==> src/rtl/alien_march_ctrl_pkg.sv <==
// Shared constants and types for the alien formation march sequencer.
// Contents: formation geometry (column count, pitch, sprite width),
// the frame-interval counter width and the march FSM state type.
// Optional feature macro used by the importing files: ALIEN_MARCH_SPEEDUP_EN.
package alien_pkg;

  localparam int NUM_COLS  = 11;
  localparam int COL_PITCH = 40;
  localparam int ALIEN_W   = 31;

  // Must hold BASE_FRAMES (largest interval) and a column index / count up to NUM_COLS.
  localparam int INTV_W    = 4;
  localparam int COL_IDX_W = 4;

  typedef enum logic [2:0] {
    ST_IDLE,
    ST_WAIT,
    ST_CHECK,
    ST_APPLY,
    ST_LANDED
  } march_state_t;

endpackage

==> src/rtl/alien_march_ctrl_alive_edge_finder.sv <==
// alive_edge_finder: combinational scan of the live-column mask.
// Ports:
//   alive_cols  in  NUM_COLS   bit i = column i still has a live alien
//   left_col    out COL_IDX_W  lowest set column (0 when mask is empty)
//   right_col   out COL_IDX_W  highest set column (0 when mask is empty)
//   alive_cnt   out COL_IDX_W  number of live columns; only present when
//                              ALIEN_MARCH_SPEEDUP_EN is defined
module alive_edge_finder
  import alien_pkg::*;
(
  input  logic [NUM_COLS-1:0]  alive_cols,
  output logic [COL_IDX_W-1:0] left_col,
  output logic [COL_IDX_W-1:0] right_col
`ifdef ALIEN_MARCH_SPEEDUP_EN
  ,
  output logic [COL_IDX_W-1:0] alive_cnt
`endif
);

  // Scan from the far end so the last hit wins: downwards for the lowest
  // set column, upwards for the highest.
  always_comb begin
    left_col  = '0;
    right_col = '0;
    for (int i = NUM_COLS - 1; i >= 0; i--) begin
      if (alive_cols[i]) left_col = COL_IDX_W'(i);
    end
    for (int i = 0; i < NUM_COLS; i++) begin
      if (alive_cols[i]) right_col = COL_IDX_W'(i);
    end
  end

`ifdef ALIEN_MARCH_SPEEDUP_EN
  always_comb begin
    alive_cnt = '0;
    for (int i = 0; i < NUM_COLS; i++) begin
      alive_cnt = alive_cnt + COL_IDX_W'(alive_cols[i]);
    end
  end
`endif

endmodule

==> src/rtl/alien_march_ctrl.sv <==
// alien_march_ctrl: owns the alien formation origin and marches it on frame
// ticks, stepping sideways, dropping and reversing at the screen edges, and
// flagging when the formation reaches the landing line.
// Optional feature: ALIEN_MARCH_SPEEDUP_EN shortens the step interval by two
// frames per dead column (never below one frame).
// Ports:
//   clk_pix     in   1   pixel clock
//   rst_n       in   1   synchronous active-low reset
//   frame       in   1   one-cycle pulse per video frame
//   enable      in   1   march allowed; low freezes the frame counter
//   wave_start  in   1   one-cycle pulse, reinitialise formation
//   speed       in   2   step interval = BASE_FRAMES >> speed
//   alive_cols  in   11  live-column mask
//   ax          out  10  formation origin X
//   ay          out  9   formation origin Y
//   dir_left    out  1   0 = moving right, 1 = moving left
//   anim_frame  out  1   sprite animation select
//   step_pulse  out  1   one-cycle pulse when ax/ay update
//   landed      out  1   sticky landing flag
//
// state     | meaning
// ----------+-------------------------------------------------------------
// ST_IDLE   | after reset, waiting for the first enable
// ST_WAIT   | counting qualifying frames until the step interval elapses
// ST_CHECK  | capture lowest/highest live column
// ST_APPLY  | decide step vs drop vs landing and update the origin
// ST_LANDED | formation hit the landing line; frozen until wave_start/reset
module alien_march_ctrl
  import alien_pkg::*;
#(
  parameter int X_START     = 135,
  parameter int Y_START     = 85,
  parameter int STEP_X      = 2,
  parameter int STEP_Y      = 8,
  parameter int X_MIN       = 40,
  parameter int X_MAX       = 600,
  parameter int Y_LAND      = 440,
  parameter int FORM_H      = 158,
  parameter int BASE_FRAMES = 8
) (
  input  logic                clk_pix,
  input  logic                rst_n,
  input  logic                frame,
  input  logic                enable,
  input  logic                wave_start,
  input  logic [1:0]          speed,
  input  logic [NUM_COLS-1:0] alive_cols,
  output logic [9:0]          ax,
  output logic [8:0]          ay,
  output logic                dir_left,
  output logic                anim_frame,
  output logic                step_pulse,
  output logic                landed
);

  march_state_t         state_q, state_d;
  logic [9:0]           ax_q, ax_d;
  logic [8:0]           ay_q, ay_d;
  logic                 dir_left_q, dir_left_d;
  logic                 anim_frame_q, anim_frame_d;
  logic                 step_pulse_q, step_pulse_d;
  logic                 landed_q, landed_d;
  logic [INTV_W-1:0]    fcnt_q, fcnt_d;
  logic [COL_IDX_W-1:0] l_q, l_d;
  logic [COL_IDX_W-1:0] r_q, r_d;

  logic [COL_IDX_W-1:0] left_col, right_col;
  logic [INTV_W-1:0]    interval;
  logic [INTV_W:0]      fcnt_inc;
  logic [10:0]          ax_ext, right_edge, left_edge, ay_drop;
  logic                 drop_right, drop_left, do_drop, do_land;

`ifdef ALIEN_MARCH_SPEEDUP_EN
  logic [COL_IDX_W-1:0] alive_cnt;
  logic [5:0]           base_ext, dead_x2;

  alive_edge_finder u_edge (
    .alive_cols (alive_cols),
    .left_col   (left_col),
    .right_col  (right_col),
    .alive_cnt  (alive_cnt)
  );

  // Subtraction is done in 6 bits so a large dead count clamps to 1
  // instead of wrapping.
  always_comb begin
    base_ext = 6'(BASE_FRAMES >> speed);
    dead_x2  = {(5'(NUM_COLS) - {1'b0, alive_cnt}), 1'b0};
    interval = (base_ext > dead_x2) ? INTV_W'(base_ext - dead_x2) : INTV_W'(1);
  end
`else
  alive_edge_finder u_edge (
    .alive_cols (alive_cols),
    .left_col   (left_col),
    .right_col  (right_col)
  );

  always_comb begin
    interval = INTV_W'(BASE_FRAMES >> speed);
  end
`endif

  // fcnt >= interval-1 rewritten as fcnt+1 >= interval, so a zero interval
  // cannot underflow. The >= also makes a shrinking interval step at once.
  assign fcnt_inc = {1'b0, fcnt_q} + 1'b1;

  // Edge decision in 11 bits: worst case 1023 + 400 + 33 stays in range.
  always_comb begin
    ax_ext     = {1'b0, ax_q};
    right_edge = ax_ext + 11'(COL_PITCH) * {7'b0, r_q} + 11'(ALIEN_W + STEP_X);
    left_edge  = ax_ext + 11'(COL_PITCH) * {7'b0, l_q};
    drop_right = right_edge > 11'(X_MAX);
    drop_left  = (ax_ext < 11'(STEP_X)) || (left_edge < 11'(X_MIN + STEP_X));
    do_drop    = dir_left_q ? drop_left : drop_right;
    ay_drop    = {2'b0, ay_q} + 11'(STEP_Y);
    do_land    = (ay_drop + 11'(FORM_H)) > 11'(Y_LAND);
  end

  always_comb begin
    state_d      = state_q;
    ax_d         = ax_q;
    ay_d         = ay_q;
    dir_left_d   = dir_left_q;
    anim_frame_d = anim_frame_q;
    step_pulse_d = 1'b0;
    landed_d     = landed_q;
    fcnt_d       = fcnt_q;
    l_d          = l_q;
    r_d          = r_q;

    if (wave_start) begin
      state_d      = ST_WAIT;
      ax_d         = 10'(X_START);
      ay_d         = 9'(Y_START);
      dir_left_d   = 1'b0;
      anim_frame_d = 1'b0;
      landed_d     = 1'b0;
      fcnt_d       = '0;
    end else begin
      case (state_q)
        ST_IDLE: begin
          if (enable) state_d = ST_WAIT;
        end
        ST_WAIT: begin
          if (frame && enable && (alive_cols != '0)) begin
            if (fcnt_inc >= {1'b0, interval}) begin
              fcnt_d  = '0;
              state_d = ST_CHECK;
            end else begin
              fcnt_d = fcnt_inc[INTV_W-1:0];
            end
          end
        end
        ST_CHECK: begin
          l_d     = left_col;
          r_d     = right_col;
          state_d = ST_APPLY;
        end
        ST_APPLY: begin
          if (do_drop && do_land) begin
            // Landing freezes every output except the flag itself.
            landed_d = 1'b1;
            state_d  = ST_LANDED;
          end else begin
            if (do_drop) begin
              ay_d       = ay_drop[8:0];
              dir_left_d = ~dir_left_q;
            end else if (dir_left_q) begin
              ax_d = ax_q - 10'(STEP_X);
            end else begin
              ax_d = ax_q + 10'(STEP_X);
            end
            anim_frame_d = ~anim_frame_q;
            step_pulse_d = 1'b1;
            state_d      = ST_WAIT;
          end
        end
        ST_LANDED: begin
          state_d = ST_LANDED;
        end
        default: begin
          state_d = ST_IDLE;
        end
      endcase
    end
  end

  always_ff @(posedge clk_pix) begin
    if (!rst_n) begin
      state_q      <= ST_IDLE;
      ax_q         <= 10'(X_START);
      ay_q         <= 9'(Y_START);
      dir_left_q   <= 1'b0;
      anim_frame_q <= 1'b0;
      step_pulse_q <= 1'b0;
      landed_q     <= 1'b0;
      fcnt_q       <= '0;
      l_q          <= '0;
      r_q          <= '0;
    end else begin
      state_q      <= state_d;
      ax_q         <= ax_d;
      ay_q         <= ay_d;
      dir_left_q   <= dir_left_d;
      anim_frame_q <= anim_frame_d;
      step_pulse_q <= step_pulse_d;
      landed_q     <= landed_d;
      fcnt_q       <= fcnt_d;
      l_q          <= l_d;
      r_q          <= r_d;
    end
  end

  assign ax         = ax_q;
  assign ay         = ay_q;
  assign dir_left   = dir_left_q;
  assign anim_frame = anim_frame_q;
  assign step_pulse = step_pulse_q;
  assign landed     = landed_q;

endmodule

==> config.mk <==
export PLATFORM = sky130hd
export DESIGN_NAME = alien_march_ctrl
export DESIGN_NICKNAME = d
export VERILOG_FILES = /design/src/rtl/alien_march_ctrl_pkg.sv /design/src/rtl/alien_march_ctrl_alive_edge_finder.sv /design/src/rtl/alien_march_ctrl.sv
export SDC_FILE = /design/constraint.sdc
export NUM_CORES = 1
export LEC_CHECK = 0
export ABC_AREA = 0
export CAP_MARGIN = 0
export CORE_MARGIN = 5
export CORE_UTILIZATION = 55
export CTS_CLUSTER_SIZE = 28
export DETAILED_ROUTE_END_ITERATION = 8
export PLACE_DENSITY = 0.8
export SLEW_MARGIN = 5
export SYNTH_ARGS = -nofsm -noshare
export SYNTH_HDL_FRONTEND = slang
export SYNTH_SLANG_ARGS = --single-unit
==> constraint.sdc <==
create_clock -name clk_pix -period 4.44 [get_ports clk_pix]
set_clock_uncertainty 0.2 [all_clocks]
set_input_delay 0.444 -clock clk_pix [delete_from_list [all_inputs] [get_ports clk_pix]]
set_output_delay 0.444 -clock clk_pix [all_outputs]
set_load 0.01 [all_outputs]
-- Word-level counts from Yosys, hierarchy flattened
Index checks and enable logic that the tools add are counted.
W data, S select, Z words.
- input bits: 18
- word-level logic and storage cells: 91
- register bits: 38
- output and inout bits: 23
- muxes and demuxes: 31
- add/subtract/negate cells: 8
- equality and inequality tests: 10
- magnitude comparators: 5
- reductions and logical operators: 16
- multiply operators: 2
- shift-type cells: 1
- bitwise operators: 7
- operators by type and width (operator ; count):
    $mux W4 ; 15
    $mux W3 ; 8
    $add A10 B10 Y11 ; 2
    $pmux W3 S5 ; 1
    $mul A3 B4 Y7 const A ; 2
    $reduce_and A3 Y1 ; 4
    $add A10 B8 Y11 const B ; 1
    $add A11 B6 Y11 const B ; 1
    $gt A11 B10 Y1 const B ; 1
    $gt A11 B9 Y1 const B ; 1
    $lt A11 B6 Y1 const B ; 1
    $reduce_bool A11 Y1 ; 1
    $add A10 B2 Y10 const B ; 1
    $add A9 B4 Y10 const B ; 1
    $lt A10 B2 Y1 const B ; 1
    $mux W10 ; 1
    $sub A10 B2 Y10 const B ; 1
    $ne A3 B3 Y1 const B ; 3
    $reduce_and A2 Y1 ; 4
    $not A1 Y1 ; 7
    $eq A3 B2 Y1 const B ; 2
    $ne A2 B2 Y1 const B ; 3
    $add A4 B1 Y5 const B ; 1
    $ge A5 B4 Y1 ; 1
    other kinds (10) ; 16

-- Longest topological paths before layout
Gate-level depths: netlist of the first run.
- depth after elaboration: 11
- gate-level depth with buffers: 16
- gate-level depth less buffers: 13

-- Modules after synthesis
From an unflattened synthesis of the first run, not the netlist that was laid out.
- cell total of the unflattened synthesis: 383
- area total of the unflattened synthesis: 3131.8 um^2
- modules (own cells, without submodules) (module ; area an instance (um^2) ; instances ; sequential area each (um^2) ; cells each):
    alien_march_ctrl ; 2955.3 ; 1 ; 680.7 ; 355
    alive_edge_finder ; 176.4 ; 1 ; 0.0 ; 28

-- Worst setup path before layout of the first run
No wires, ideal clock.
- path type: register -> register
- start: register r_q[3]
- end: register ax_q[4], in the netlist ax[4]
- arrival: 3.317 ns
- stages on the path, launching flop included: 17
- setup time: 0.119 ns
- setup slack: 0.804 ns
- buffers on the path: 3
- required time: 4.121 ns
- cell sequence: dfxtp_1 ha_1 ha_1 fa_1 xor2_1 ha_1 ha_1 buf_4 xor2_1 nor2_1 mux2i_1 a2111o_1 a21oi_2 buf_6 buf_4 nand3_1 mux2i_1
- longest elaborated chain between the ends: 8
- elaborated cells on any way between the ends: 9
- those cells by class: add/sub (2); mul (1); order compare (1); mux (1); bitwise (2); reduce/logical (2)
- ends and longest elaborated chain (item ; RTL line ; text):
    start, declared ; alien_march_ctrl.sv:65 ; logic [COL_IDX_W-1:0] r_q, r_d;
    start signal, assigned ; alien_march_ctrl.sv:210 ; r_q <= r_d;
    $mul A3 B4 Y7 (*) ; alien_march_ctrl.sv:110 ; right_edge = ax_ext + 11'(COL_PITCH) * {7'b0, r_q} + 11'(ALIEN_W + STEP_X);
    $add A10 B10 Y11 (*) ; alien_march_ctrl.sv:110 ;
    $add A11 B6 Y11 (*) ; alien_march_ctrl.sv:110 ;
    $gt A11 B10 Y1 (*) ; alien_march_ctrl.sv:112 ; drop_right = right_edge > 11'(X_MAX);
    $mux W1 (*) ; alien_march_ctrl.sv:114 ; do_drop = dir_left_q ? drop_left : drop_right;
    $logic_and A1 B1 Y1 ; alien_march_ctrl.sv:160 ; if (do_drop && do_land) begin
    $not A1 Y1 (no line) ; - ;
    $reduce_and A3 Y1 (no line) (*) ; - ;
    end signal, assigned ; alien_march_ctrl.sv:191 ; ax_q <= 10'(X_START);
    end, declared ; alien_march_ctrl.sv:57 ; logic [9:0] ax_q, ax_d;
Every way passes the cells marked *; elsewhere a longest branch is shown, timed or not.
A chain may end at the register's enable or synchronous reset.

-- Final worst setup path of the first run
- start: register r_q[1]
- end: register ax_q[3], in the netlist ax[3]
Same word-level chain as after synthesis.

==> results of run 1 <==
[cells by family (layout without fill, tap and decap cells)]
| group | count (synthesis) | count (layout) |
|---|---|---|
| flops | 34 | 34 |
| mux | 5 | 5 |
| xor+xnor | 15 | 15 |
| buf+inv | 37 | 62 |
| other cells | 2 | 4 |
| simple gates | 139 | 139 |
| compound gates | 102 | 102 |
| fa+ha+maj | 43 | 43 |
[synthesized netlist by cell type, types with 4 or more instances]
| master | count |
|---|---|
| o21ai_0 | 10 |
| a21boi_0 | 4 |
| o21ai_1 | 8 |
| a21oi_1 | 30 |
| a31oi_1 | 4 |
| inv_1 | 17 |
| xnor2_1 | 5 |
| nand3_1 | 17 |
| or3_1 | 7 |
| mux2i_1 | 5 |
| a21o_1 | 6 |
| nor3_1 | 12 |
| a211oi_1 | 7 |
| nor2_1 | 23 |
| xor2_1 | 10 |
| o31ai_1 | 7 |
| ha_1 | 40 |
| clkbuf_1 | 4 |
| nor2b_1 | 9 |
| nand2b_1 | 9 |
| buf_4 | 8 |
| nand2_1 | 25 |
| or4_1 | 9 |
| dfxtp_1 | 34 |
[per-stage QoR]
stage	util (%)	instance area, µm²	std cells
finish	64.44	3548	476
global route	64.44	3548	476
CTS	64.44	3548	476
detailed placement	62.39	3436	469
global placement	62.39	3436	469
floorplan	-	3113	379
[registers in the layout, summed over array words and instances (netlist names)]
signal	cells
l_q	4
dir_left	1
fcnt_q	4
r_q	4
state_q	3
step_pulse	1
anim_frame	1
ax	9
landed	1
ay	6
[power by group]
| part | total [mW] | switching (mW) | internal (mW) | leakage, nW |
|---|---|---|---|---|
| sequential | 0.309 | 0.00242 | 0.307 | 0.274 |
| clock | 0.289 | 0.110 | 0.180 | 0.0573 |
| combinational | 0.0547 | 0.0280 | 0.0266 | 1.17 |
[worst max path at each step]
stage | start | slack (ns) | endpoint
after floorplan | r_q[3] | 0.80 | ax[4]
after global placement | r_q[3] | 0.70 | ax[3]
after detailed placement | r_q[3] | 0.60 | ax[3]
after CTS | r_q[1] | 0.59 | ax[3]
after global routing | r_q[1] | 0.41 | ay[7]
final | r_q[1] | 0.59 | ax[3]
[critical path, stage by stage, from the launching register on]
cell and delay [ns]:
dfxtp_1 0.34, ha_1 0.30, ha_1 0.22, fa_1 0.44, ha_1 0.29, ha_1 0.28
a211oi_1 0.28, o22ai_1 0.13, a311oi_1 0.41, o31ai_1 0.13, a21o_1 0.27, or3_1 0.36
a21oi_1 0.13
[metal layers]
| metal | part of all wire (%) | wire, µm |
|---|---|---|
| met2 | 48 | 3210 |
| met4 | 2.0 | 136 |
| met1 | 46 | 3089 |
| met3 | 4.4 | 298 |
| met5 | 0 | 0 |
[final cells by class]
cell class | count | area, µm²
Clock buffer | 6 | 82.58
Clock inverter | 1 | 30.03
Inverter | 18 | 67.56
Timing Repair Buffer | 37 | 367.9
Tap cell | 72 | 90.09
Multi-Input combinational cell | 308 | 2230
Fill cell | 472 | 1958
Sequential cell | 34 | 680.7
==> flow_summary.json, run 1 <==
{
  "setup_tns_ns": 0,
  "vias_per_cell": 5.914,
  "cts_buffer_depth": 2,
  "seq_area_frac_synth_pct": 21.92,
  "grt_pass1_wl_um": 11840,
  "grt_busiest_layer": "met2",
  "worstPathRequired_ns": 4.45,
  "fin_hold_ws_ns": 0.2844,
  "post_synth_num_cell_types": 69,
  "layout-drive-gt1-share_pct": 5.693,
  "synth_compound_area_share_pct": 22.60,
  "path_clk_slew_ns": 0.07,
  "grtUsageMet1_pct": 24.54,
  "synth_warnings": 0,
  "start_kind": "flop",
  "dp_slack_ns": 0.6032,
  "layout_common_cells": "ha_1 (40), clkdlybuf4s50_1 (36), dfxtp_1 (34)",
  "wirelength_um": 6735,
  "rsz0062_at_grt": "no",
  "grtUsageTotal_pct": 19.37,
  "first_global_vias": 2734,
  "r2r_start": "r_q[1]",
  "final_common_cell": "ha_1",
  "postCtsHoldBufs": 0,
  "drc": 0,
  "syn_inst": 377,
  "core_um2": 5507,
  "ys_seq_elements": 34,
  "synth_top_family_by_area": "simple AND/OR/NAND/NOR gates",
  "worst_pin_slew_ns": 1.084,
  "hold_viol_final": 0,
  "avgSynthCellArea_um2": 8.237,
  "synth_ff_type": "dfxtp_1",
  "arrival_ns": 3.86,
  "hpwl_um": 5172,
  "clock-sinks": 34,
  "worstPathMaxFanout": 8,
  "areaGrowthSynthToFinish_pct": 14.26,
  "status": "finished clean",
  "drt_iter0_markers": 163,
  "firstDrtPassIters": 4,
  "relSlewSlack_pct": 27.61,
  "fin_nets": 465,
  "clk_latency_ns": 0.28,
  "drv_slew": 0,
  "finalCriticalPeriod_ns": 3.848,
  "yosysTopAreaCell": "dfxtp_1",
  "fin_ws_ns": 0.5918,
  "period_share_pct": 86.67,
  "antenna_found_initial": 0,
  "grt_overflow_total": 0,
  "reg2reg_to": "ax[3]",
  "port_buffers": 36,
  "cts_repair_resize_count": 0,
  "die_x_um": 85.14,
  "die_y_um": 85.14,
  "routabilityCongestion": 0.8439,
  "p_leak_nw": 1.497,
  "max_freq_ghz": 0.2599,
  "min_path_cells": 2,
  "end_kind": "flop",
  "synth-edff-count": 0,
  "synth_top_area_share_pct": 21.92,
  "power_mw": 0.6530,
  "use_met3_pct": 2.913,
  "route.detailed.wl_per_inst_um": 14.15,
  "die-area_um2": 7249,
  "io_pins": 41,
  "rows": 27,
  "vias": 2815,
  "synth_area_leaders": "dfxtp_1 (22%), ha_1 (16%), a21oi_1 (4.8%)",
  "max-cap-violations": 0,
  "min_path_type": "reg2reg",
  "setup.worst_path.class": "reg2reg",
  "grt_max_degree": 24,
  "antenna_cells": 0,
  "hold_path_end": "r_q[0]",
  "cts_setup_buffers": 0,
  "setup-violations-final": 0,
  "power_density_nw_per_um2": 184.0,
  "r2r_cells": 12,
  "clockRootBuffer": "clkbuf_8",
  "drtAntennaViolNets": 0,
  "syn-cell-area_um2": 3105,
  "synthAdderAreaFrac_pct": 18.05,
  "synthMuxAreaShare_pct": 1.612,
  "grt_use_met2_pct": 33.05,
  "cts_tree": "built",
  "htree_levels": 2,
  "synth_xor_area_share_pct": 4.230,
  "r2r_slack_ns": 0.59,
  "synth-simple-area-share_pct": 24.82,
  "vdd_drop_max_v": 0.0001472,
  "hp-start": "r_q[0]",
  "cts_buffers": 5,
  "synthArstFlopShare_pct": 0,
  "initial_core_util_pct": 56.40
}
Power figures use the tool's default switching activity.
==> run 2: changes to the inputs <==
--- a/config.mk
+++ b/config.mk
@@ -11,6 +11,7 @@
 export CORE_UTILIZATION = 55
 export CTS_CLUSTER_SIZE = 28
 export DETAILED_ROUTE_END_ITERATION = 8
+export HOLD_SLACK_MARGIN = 0.12
 export PLACE_DENSITY = 0.8
 export SLEW_MARGIN = 5
 export SYNTH_ARGS = -nofsm -noshare
==> results of run 2 <==
No change in the layout: final DEF, timing and power equal those of run 1.
